**src/rtl/vid_pkg.sv**
```systemverilog
// rtl/vid_pkg.sv - shared pixel, pattern and FSM types for the video timing source
package vid_pkg;

    typedef logic [23:0] rgb_t;

    typedef enum logic [1:0] {
        PAT_BARS  = 2'd0,
        PAT_RAMP  = 2'd1,
        PAT_CHECK = 2'd2,
        PAT_SOLID = 2'd3
    } pattern_t;

    typedef enum logic {
        ST_IDLE = 1'b0,
        ST_RUN  = 1'b1
    } vtg_state_t;

    localparam rgb_t BAR_WHITE   = 24'hFFFFFF;
    localparam rgb_t BAR_YELLOW  = 24'hFFFF00;
    localparam rgb_t BAR_CYAN    = 24'h00FFFF;
    localparam rgb_t BAR_GREEN   = 24'h00FF00;
    localparam rgb_t BAR_MAGENTA = 24'hFF00FF;
    localparam rgb_t BAR_RED     = 24'hFF0000;
    localparam rgb_t BAR_BLUE    = 24'h0000FF;
    localparam rgb_t BAR_BLACK   = 24'h000000;

    function automatic rgb_t bar_color(input logic [2:0] idx);
        case (idx)
            3'd0:    return BAR_WHITE;
            3'd1:    return BAR_YELLOW;
            3'd2:    return BAR_CYAN;
            3'd3:    return BAR_GREEN;
            3'd4:    return BAR_MAGENTA;
            3'd5:    return BAR_RED;
            3'd6:    return BAR_BLUE;
            default: return BAR_BLACK;
        endcase
    endfunction

endpackage

```
**src/rtl/vtg_counter.sv**
```systemverilog
// rtl/vtg_counter.sv - raster h/v counters, run/idle FSM and unregistered timing flags
module vtg_counter
    import vid_pkg::*;
#(
    parameter int H_ACTIVE  = 1280,
    parameter int H_FP      = 110,
    parameter int H_SYNC    = 40,
    parameter int H_BP      = 220,
    parameter int V_ACTIVE  = 720,
    parameter int V_FP      = 5,
    parameter int V_SYNC    = 5,
    parameter int V_BP      = 20,
    parameter int CHK_SHIFT = 5
) (
    input  logic       pixel_clk,
    input  logic       resetn,
    input  logic       en,
    output logic       running,
    output logic       load,
    output logic       line_end,
    output logic       active,
    output logic       hsync_act,
    output logic       vsync_act,
    output logic       first,
    output logic       chk_odd,
    output logic [7:0] h_lsb
);
    localparam int H_TOTAL = H_ACTIVE + H_FP + H_SYNC + H_BP;
    localparam int V_TOTAL = V_ACTIVE + V_FP + V_SYNC + V_BP;
    localparam int HW      = $clog2(H_TOTAL);
    localparam int VW      = $clog2(V_TOTAL);

    vtg_state_t    state;
    logic [HW-1:0] h_cnt;
    logic [VW-1:0] v_cnt;
    logic          frame_end;

    assign running   = (state == ST_RUN);
    assign line_end  = (h_cnt == HW'(H_TOTAL - 1));
    assign frame_end = line_end && (v_cnt == VW'(V_TOTAL - 1));
    // New frame parameters are captured on the edge that starts a frame
    assign load      = en && ((state == ST_IDLE) || frame_end);
    assign active    = (h_cnt < HW'(H_ACTIVE)) && (v_cnt < VW'(V_ACTIVE));
    assign hsync_act = (h_cnt >= HW'(H_ACTIVE + H_FP)) && (h_cnt < HW'(H_ACTIVE + H_FP + H_SYNC));
    assign vsync_act = (v_cnt >= VW'(V_ACTIVE + V_FP)) && (v_cnt < VW'(V_ACTIVE + V_FP + V_SYNC));
    assign first     = (h_cnt == '0) && (v_cnt == '0);
    assign chk_odd   = 1'(h_cnt >> CHK_SHIFT) ^ 1'(v_cnt >> CHK_SHIFT);
    assign h_lsb     = 8'(h_cnt);

    always_ff @(posedge pixel_clk or negedge resetn) begin
        if (!resetn) begin
            state <= ST_IDLE;
            h_cnt <= '0;
            v_cnt <= '0;
        end else begin
            case (state)
                ST_IDLE: begin
                    h_cnt <= '0;
                    v_cnt <= '0;
                    if (en) state <= ST_RUN;
                end
                ST_RUN: begin
                    if (line_end) begin
                        h_cnt <= '0;
                        if (frame_end) begin
                            v_cnt <= '0;
                            if (!en) state <= ST_IDLE;
                        end else begin
                            v_cnt <= v_cnt + VW'(1);
                        end
                    end else begin
                        h_cnt <= h_cnt + HW'(1);
                    end
                end
                default: state <= ST_IDLE;
            endcase
        end
    end

endmodule

```
**src/rtl/vtg_pattern_source.sv**
```systemverilog
// rtl/vtg_pattern_source.sv - video timing generator with selectable RGB test patterns
module vtg_pattern_source
    import vid_pkg::*;
#(
    parameter int H_ACTIVE  = 1280,
    parameter int H_FP      = 110,
    parameter int H_SYNC    = 40,
    parameter int H_BP      = 220,
    parameter int V_ACTIVE  = 720,
    parameter int V_FP      = 5,
    parameter int V_SYNC    = 5,
    parameter int V_BP      = 20,
    parameter bit HSYNC_POL = 1'b1,
    parameter bit VSYNC_POL = 1'b1,
    parameter int CHK_SHIFT = 5
) (
    input  logic        pixel_clk,
    input  logic        resetn,
    input  logic        en,
    input  logic [1:0]  pattern_sel,
    input  logic [23:0] solid_color,
    output logic [23:0] pixel_out,
    output logic        hsync_out,
    output logic        vsync_out,
    output logic        vde_out,
    output logic        frame_start,
    output logic        busy
);
    localparam int BAR_W = H_ACTIVE / 8;
    localparam int BW    = $clog2(BAR_W + 1);

    logic          running, load, line_end, active;
    logic          hsync_act, vsync_act, first, chk_odd;
    logic [7:0]    h_lsb;
    pattern_t      pat_q;
    rgb_t          solid_q;
    rgb_t          pat_pix;
    logic [BW-1:0] bar_cnt;
    logic [2:0]    bar_idx;

    vtg_counter #(
        .H_ACTIVE (H_ACTIVE),
        .H_FP     (H_FP),
        .H_SYNC   (H_SYNC),
        .H_BP     (H_BP),
        .V_ACTIVE (V_ACTIVE),
        .V_FP     (V_FP),
        .V_SYNC   (V_SYNC),
        .V_BP     (V_BP),
        .CHK_SHIFT(CHK_SHIFT)
    ) u_counter (
        .pixel_clk(pixel_clk),
        .resetn   (resetn),
        .en       (en),
        .running  (running),
        .load     (load),
        .line_end (line_end),
        .active   (active),
        .hsync_act(hsync_act),
        .vsync_act(vsync_act),
        .first    (first),
        .chk_odd  (chk_odd),
        .h_lsb    (h_lsb)
    );

    // Bar position tracks h_cnt; the last bar saturates so it absorbs any remainder
    always_ff @(posedge pixel_clk or negedge resetn) begin
        if (!resetn) begin
            bar_cnt <= '0;
            bar_idx <= '0;
        end else if (!running || line_end) begin
            bar_cnt <= '0;
            bar_idx <= '0;
        end else if (bar_cnt == BW'(BAR_W - 1)) begin
            bar_cnt <= '0;
            if (bar_idx != 3'd7) bar_idx <= bar_idx + 3'd1;
        end else begin
            bar_cnt <= bar_cnt + BW'(1);
        end
    end

    always_ff @(posedge pixel_clk or negedge resetn) begin
        if (!resetn) begin
            pat_q   <= PAT_BARS;
            solid_q <= '0;
        end else if (load) begin
            pat_q   <= pattern_t'(pattern_sel);
            solid_q <= solid_color;
        end
    end

    always_comb begin
        pat_pix = '0;
        case (pat_q)
            PAT_BARS:  pat_pix = bar_color(bar_idx);
            PAT_RAMP:  pat_pix = {h_lsb, h_lsb, h_lsb};
            PAT_CHECK: pat_pix = chk_odd ? BAR_BLACK : BAR_WHITE;
            PAT_SOLID: pat_pix = solid_q;
            default:   pat_pix = '0;
        endcase
    end

    always_ff @(posedge pixel_clk or negedge resetn) begin
        if (!resetn) begin
            pixel_out   <= '0;
            hsync_out   <= ~HSYNC_POL;
            vsync_out   <= ~VSYNC_POL;
            vde_out     <= 1'b0;
            frame_start <= 1'b0;
            busy        <= 1'b0;
        end else begin
            pixel_out   <= (running && active) ? pat_pix : '0;
            hsync_out   <= (running && hsync_act) ? HSYNC_POL : ~HSYNC_POL;
            vsync_out   <= (running && vsync_act) ? VSYNC_POL : ~VSYNC_POL;
            vde_out     <= running && active;
            frame_start <= running && first;
            busy        <= running;
        end
    end

endmodule
```
**config.mk**
```make
export PLATFORM = sky130hd
export DESIGN_NAME = vtg_pattern_source
export DESIGN_NICKNAME = d
export VERILOG_FILES = /design/src/rtl/vid_pkg.sv /design/src/rtl/vtg_counter.sv /design/src/rtl/vtg_pattern_source.sv
export SDC_FILE = /design/constraint.sdc
export NUM_CORES = 1
export LEC_CHECK = 0
export CAP_MARGIN = 15
export CORE_UTILIZATION = 47
export DETAILED_ROUTE_END_ITERATION = 8
export PLACE_DENSITY = 0.7
export SKIP_CTS_REPAIR_TIMING = 1
export SLEW_MARGIN = 20
export SYNTH_ARGS = -nofsm -noshare
export SYNTH_HDL_FRONTEND = slang
export SYNTH_SLANG_ARGS = --single-unit
```
**constraint.sdc**
```tcl
create_clock -name pixel_clk -period 5.3 [get_ports pixel_clk]
set_input_delay 0.53 -clock pixel_clk [delete_from_list [all_inputs] [get_ports pixel_clk]]
set_output_delay 0.53 -clock pixel_clk [all_outputs]
set_load 0.02 [all_outputs]
```
# Word-level counts from Yosys, hierarchy flattened
# Index checks and enable logic that the tools add are counted.
[word_totals]
regBits = 88
input_bits = 29
out_inout_bits = 29
wordCells = 79
[op_classes]
add_sub_neg = 4
n_lt_le_gt_ge = 6
n_eq_ne = 14
muxes = 20
bitwise = 2
n_reduce_logical = 20
[ops]
columns = ["operator", "n"]
rows = [
  ["one-hot mux 24 bit (7 select lines)", 1],
  ["one-hot mux 24 bit (4 select lines)", 1],
  ["2-to-1 mux 24 bit", 2],
  ["< comparator 11 bit, second input constant", 2],
  ["one-hot mux 11 bit (2 select lines)", 1],
  ["< comparator 10 bit, second input constant", 2],
  ["2-to-1 mux 10 bit", 2],
  ["one-hot mux 10 bit (2 select lines)", 1],
  ["2-to-1 mux 8 bit", 2],
  ["adder 11 x 1 -> 11 bit, second input constant", 1],
  ["equality test 11 bit, second input constant", 1],
  [">= comparator 11 bit, second input constant", 1],
  ["zero test 11 bit", 1],
  ["2-to-1 mux 11 bit", 1],
  ["adder 10 x 1 -> 10 bit, second input constant", 1],
  ["equality test 10 bit, second input constant", 1],
  [">= comparator 10 bit, second input constant", 1],
  ["logical AND 1 bit", 10],
  ["zero test 10 bit", 1],
  ["equality test 3 bit, second input constant", 3],
  ["2-to-1 mux 3 bit", 3],
  ["adder 8 x 1 -> 8 bit, second input constant", 1],
  ["equality test 8 bit, second input constant", 1],
  ["equality test 3 x 2 -> 1 bit, second input constant", 2],
  ["other kinds (16)", 23],
]

# Depth between registers and ports, before layout
[logic_depth]
depth_word = 5
mapped_depth = 9
mapped_depth_nobuf = 6

# Modules after synthesis
# A second synthesis with hierarchy kept.
[unflattened]
cells_unflattened = 384
hier_area_um2 = 4141.5
[by_module_without_submodules]
columns = ["mod", "n_inst", "cells_per_inst", "area_each_um2", "seq_area_each_um2"]
rows = [
  ["vtg_pattern_source", 1, 221, 2738.9, 1651.6],
  ["vtg_counter", 1, 163, 1402.6, 550.5],
]

# Least setup slack after synthesis
# Ideal clock, no wire load.
[synth_path]
path_type = "reg2reg"
from = "register u_counter.h_cnt[2]"
to = "register pat_q[1]"
setup_ps = 132
t_arrival_ps = 2158
t_required_ps = 5168
path_slack_ps = 3010
path_stages_with_launch = 10
n_path_buf = 5
period_less_slack_ps = 2290
path_cell_list = "dfrtp_1 buf_6 or4_1 buf_2 or3_1 clkbuf_1 buf_2 buf_2 o211ai_1 o211ai_2"
[synth_between]
elab_chain_len = 4
[synth_rtl]
columns = ["item", "line", "source"]
rows = [
  ["start, declared", "vtg_counter.sv:34", "logic [HW-1:0] h_cnt;"],
  ["start signal, assigned", "vtg_counter.sv:72", "h_cnt <= h_cnt + HW'(1);"],
  ["equality test 11 bit", "vtg_counter.sv:39", "assign line_end = (h_cnt == HW'(H_TOTAL - 1));"],
  ["logical AND 1 bit", "vtg_counter.sv:40", "assign frame_end = line_end && (v_cnt == VW'(V_TOTAL - 1));"],
  ["logical OR 1 bit", "vtg_counter.sv:42", "assign load = en && ((state == ST_IDLE) || frame_end);"],
  ["logical AND 1 bit", "vtg_counter.sv:42", ""],
  ["end signal, assigned", "vtg_pattern_source.sv:87", "pat_q <= pattern_t'(pattern_sel);"],
  ["end, declared", "vtg_pattern_source.sv:35", "pattern_t pat_q;"],
]
# No other way between the ends.
# A chain may end at the register's enable or synchronous reset.

# Final worst setup path
[layout_path]
from = "register u_counter.h_cnt[1]"
to = "register solid_q[7]"
[layout_between]
elab_chain_len = 4
[layout_rtl]
columns = ["item", "line", "source"]
rows = [
  ["equality test 11 bit", "vtg_counter.sv:39", ""],
  ["logical AND 1 bit", "vtg_counter.sv:40", ""],
  ["logical OR 1 bit", "vtg_counter.sv:42", ""],
  ["logical AND 1 bit", "vtg_counter.sv:42", ""],
  ["end signal, assigned", "vtg_pattern_source.sv:88", "solid_q <= solid_color;"],
  ["end, declared", "vtg_pattern_source.sv:36", "rgb_t solid_q;"],
]
# No other way between the ends.

==> impl_metrics.toml <==
[critical_path]
required_ns = 5.50
cp_cell_sequence = "inv_1 -> ha_1 -> nand4_1 -> or3_1 -> o21a_1 -> o211ai_1"
cp.depth = 6
critPathMaxStageDelay_ns = 0.98
cp_slowest_cell = "o21a_1"
critPathArrivalTime_ns = 3.31
critical_path.top_delay_family = "compound AO/OA/AOI/OAI gates"
r2r_cells = 6
critical_path_buf_inv_count = 1
cp-start-kind = "flip-flop"
crit_start = "u_counter.h_cnt[1]"
r2r-start = "u_counter.h_cnt[1]"
critPathMaxFanout = 32
endpoint_kind = "flip-flop"
crit_type = "reg -> reg"

[yosys]
yosysWarnings = 0
synth_ff_type = "dfrtp_1"
synth_enable_flop_cells = 0
synth_top_area_share_pct = 49.47
yosysSeqAreaShare_pct = 49.47
syn-cell-area_um2 = 4452
ys_ff_latch = 88
async_flop_share_pct = 100.0
synth_top_area_cell = "dfrtp_1"
postSynthAreaPerCell_um2 = 9.678
synthCells = 460
synthTopCellsByArea = "dfrtp_1 (49%), o211ai_1 (7.8%), nand2_1 (5.6%), a21oi_1 (4.8%), ha_1 (3.9%)"
syn_nets = 503
yosys.cell_types.count = 49

[cells_and_area]
final_util_pct = 56.84
nFillCells = 792
final_common_cell = "dfrtp_1"
final_cell_mix = "dfrtp_1 (88), nand2_1 (66), clkdlybuf4s50_1 (56)"
layout-drive-gt1-share_pct = 6.163
diodes = 0
area_growth_pct = 17.43
nets = 541

[run_status]
outcome = "complete, no violations"

[clocking]
clock-sinks = 88
clock_path_buffers = 2
cts_made_buffers = 9
clock_latency_ns = 0.36
cts_root_buffer = "clkbuf_8"
cts_tree = "yes"
clkTransAtPathRegs_ns = 0.10
htreeDepth = 3

[floorplan]
fp.dieW_um = 99.33
die_h_um = 99.33
die-area_um2 = 9865
placeableCoreArea_um2 = 9196
row_count = 35
ioPinCount = 58
initial_core_util_pct = 48.41

[grt]
grt_pass1_vias = 3426
grtUsageTotal_pct = 22.09
grt_antenna_before_repair = 0
grt.overflow.total = 0
grt_pass1_wl_mm = 17.03
grt_start_max_net_pins = 89

[sta]
period_minus_slack_ns = 3.114
tightestPinTransition_ns = 1.094
setup_violations = 0
relSlewSlack_pct = 27.08
min_period_over_period_pct = 58.76
max_freq_mhz = 321.1
hold_viol = 0
worst_slack_ns = 2.186
slew_violations = 0
rsz0062_at_grt = "no"
skew_ns = 0.01381
finalSetupTns_ns = 0

[power]
pwr_density_cell_nw_per_um2 = 225.6
leakage_nw = 2.129
ir_drop_mv = 0.1126
power_mw = 1.179

[placement]
hpwlAfterDp_mm = 6.926
preCtsSetupSlack_ns = 2.172
gp_congestion = 0.8327
portBuffers = 57

[drt]
wirelength_mm = 10.13
first_iter_violations = 305
dr.pass1.iters = 5
via_per_inst = 5.801
wl_per_cell_um = 16.49
antenna_left = 0
drc = 0
num_vias = 3562

[min_path]
hold_class = "in -> async"

[flow_run]
cap_violations = 0
==> through the flow <==
stage	hold slack, ns	cells	area, um2
6_report	0.2029	614	5228
5_1_grt	0.2946	614	5228
4_1_cts	0.4118	614	5224
3_5_place_dp	0.4992	598	5027
3_3_place_gp	0.4895	598	5027
2_1_floorplan	0.2344	460	4452
==> path summary, 6_finish.rpt <==
| kind | endpoint | slack, ns |
|---|---|---|
| setup / recovery | solid_q[7] | 2.19 |
| hold / removal | u_counter.h_cnt[6] | 0.20 |
| max in group asynchronous | u_counter.v_cnt[9] | 4.54 |
| hold reg to reg | bar_cnt[0] | 0.51 |
| setup reg to reg | solid_q[7] | 2.19 |
| min in group pixel_clk | bar_cnt[0] | 0.51 |
==> Yosys cell counts, drive strengths merged (8+ instances only) <==
cell     n
dfrtp   88
nand2   66
o211ai  53
a21oi   43
nand2b  27
clkbuf  26
nor2    19
nand3   17
ha      14
inv     11
o21ai   10
buf      8
xor2     8
==> sequential cells by signal (all words and copies together), names as in the netlist, 2 cells and up <==
register / count
pat_q: 2
u_counter.h_cnt: 11
solid_q: 24
pixel_out: 24
u_counter.v_cnt: 10
bar_idx: 3
bar_cnt: 8
==> layer usage <==
layer	GRT usage (%)	wire, um	vias to the layer above
met5	0	0	-
met4	8.145	156	0
met3	3.654	501	12
met2	31.94	4624	97
met1	33.30	4843	1740
li1	-	-	1713
==> where the power goes <==
group          internal [mW]  switching, mW  leakage [nW]
Sequential             0.671              0         0.924
Combinational         0.0255         0.0271          1.11
Clock                  0.185          0.271        0.0970
Total                  0.881          0.298          2.13
==> worst reg2reg max path, cell delays in order (launching register included) <==
cell and delay [ns]:
dfrtp_1 0.45, inv_1 0.10, ha_1 0.19, nand4_1 0.18, or3_1 0.84, o21a_1 0.99
o211ai_1 0.23
==> area by class of cell <==
cell class	count	area, um2	share of cell area [%]
timing repair buffer	61	601.8	11.51
clock inverter	7	72.57	1.388
tap	111	138.9	2.657
multi-input combinational	327	2047	39.16
clock buffer	9	123.9	2.370
sequential	88	2202	42.13
inverter	11	41.29	0.7899
==> cells by family (layout without fill, tap and decap cells) <==
| kind of cell | after synthesis | count (layout) | share of synthesized area [%] |
|---|---|---|---|
| DFF | 88 | 88 | 49.47 |
| muxes | 1 | 1 | 0.2249 |
| and+or+nand+nor | 175 | 175 | 20.21 |
| AOI/OAI and AO/OA | 122 | 122 | 18.66 |
| buffers and inverters | 45 | 88 | 4.553 |
| xor gates and xnor gates | 15 | 15 | 2.951 |
| adders and majority gates | 14 | 14 | 3.935 |
Power figures use the tool's default switching activity.
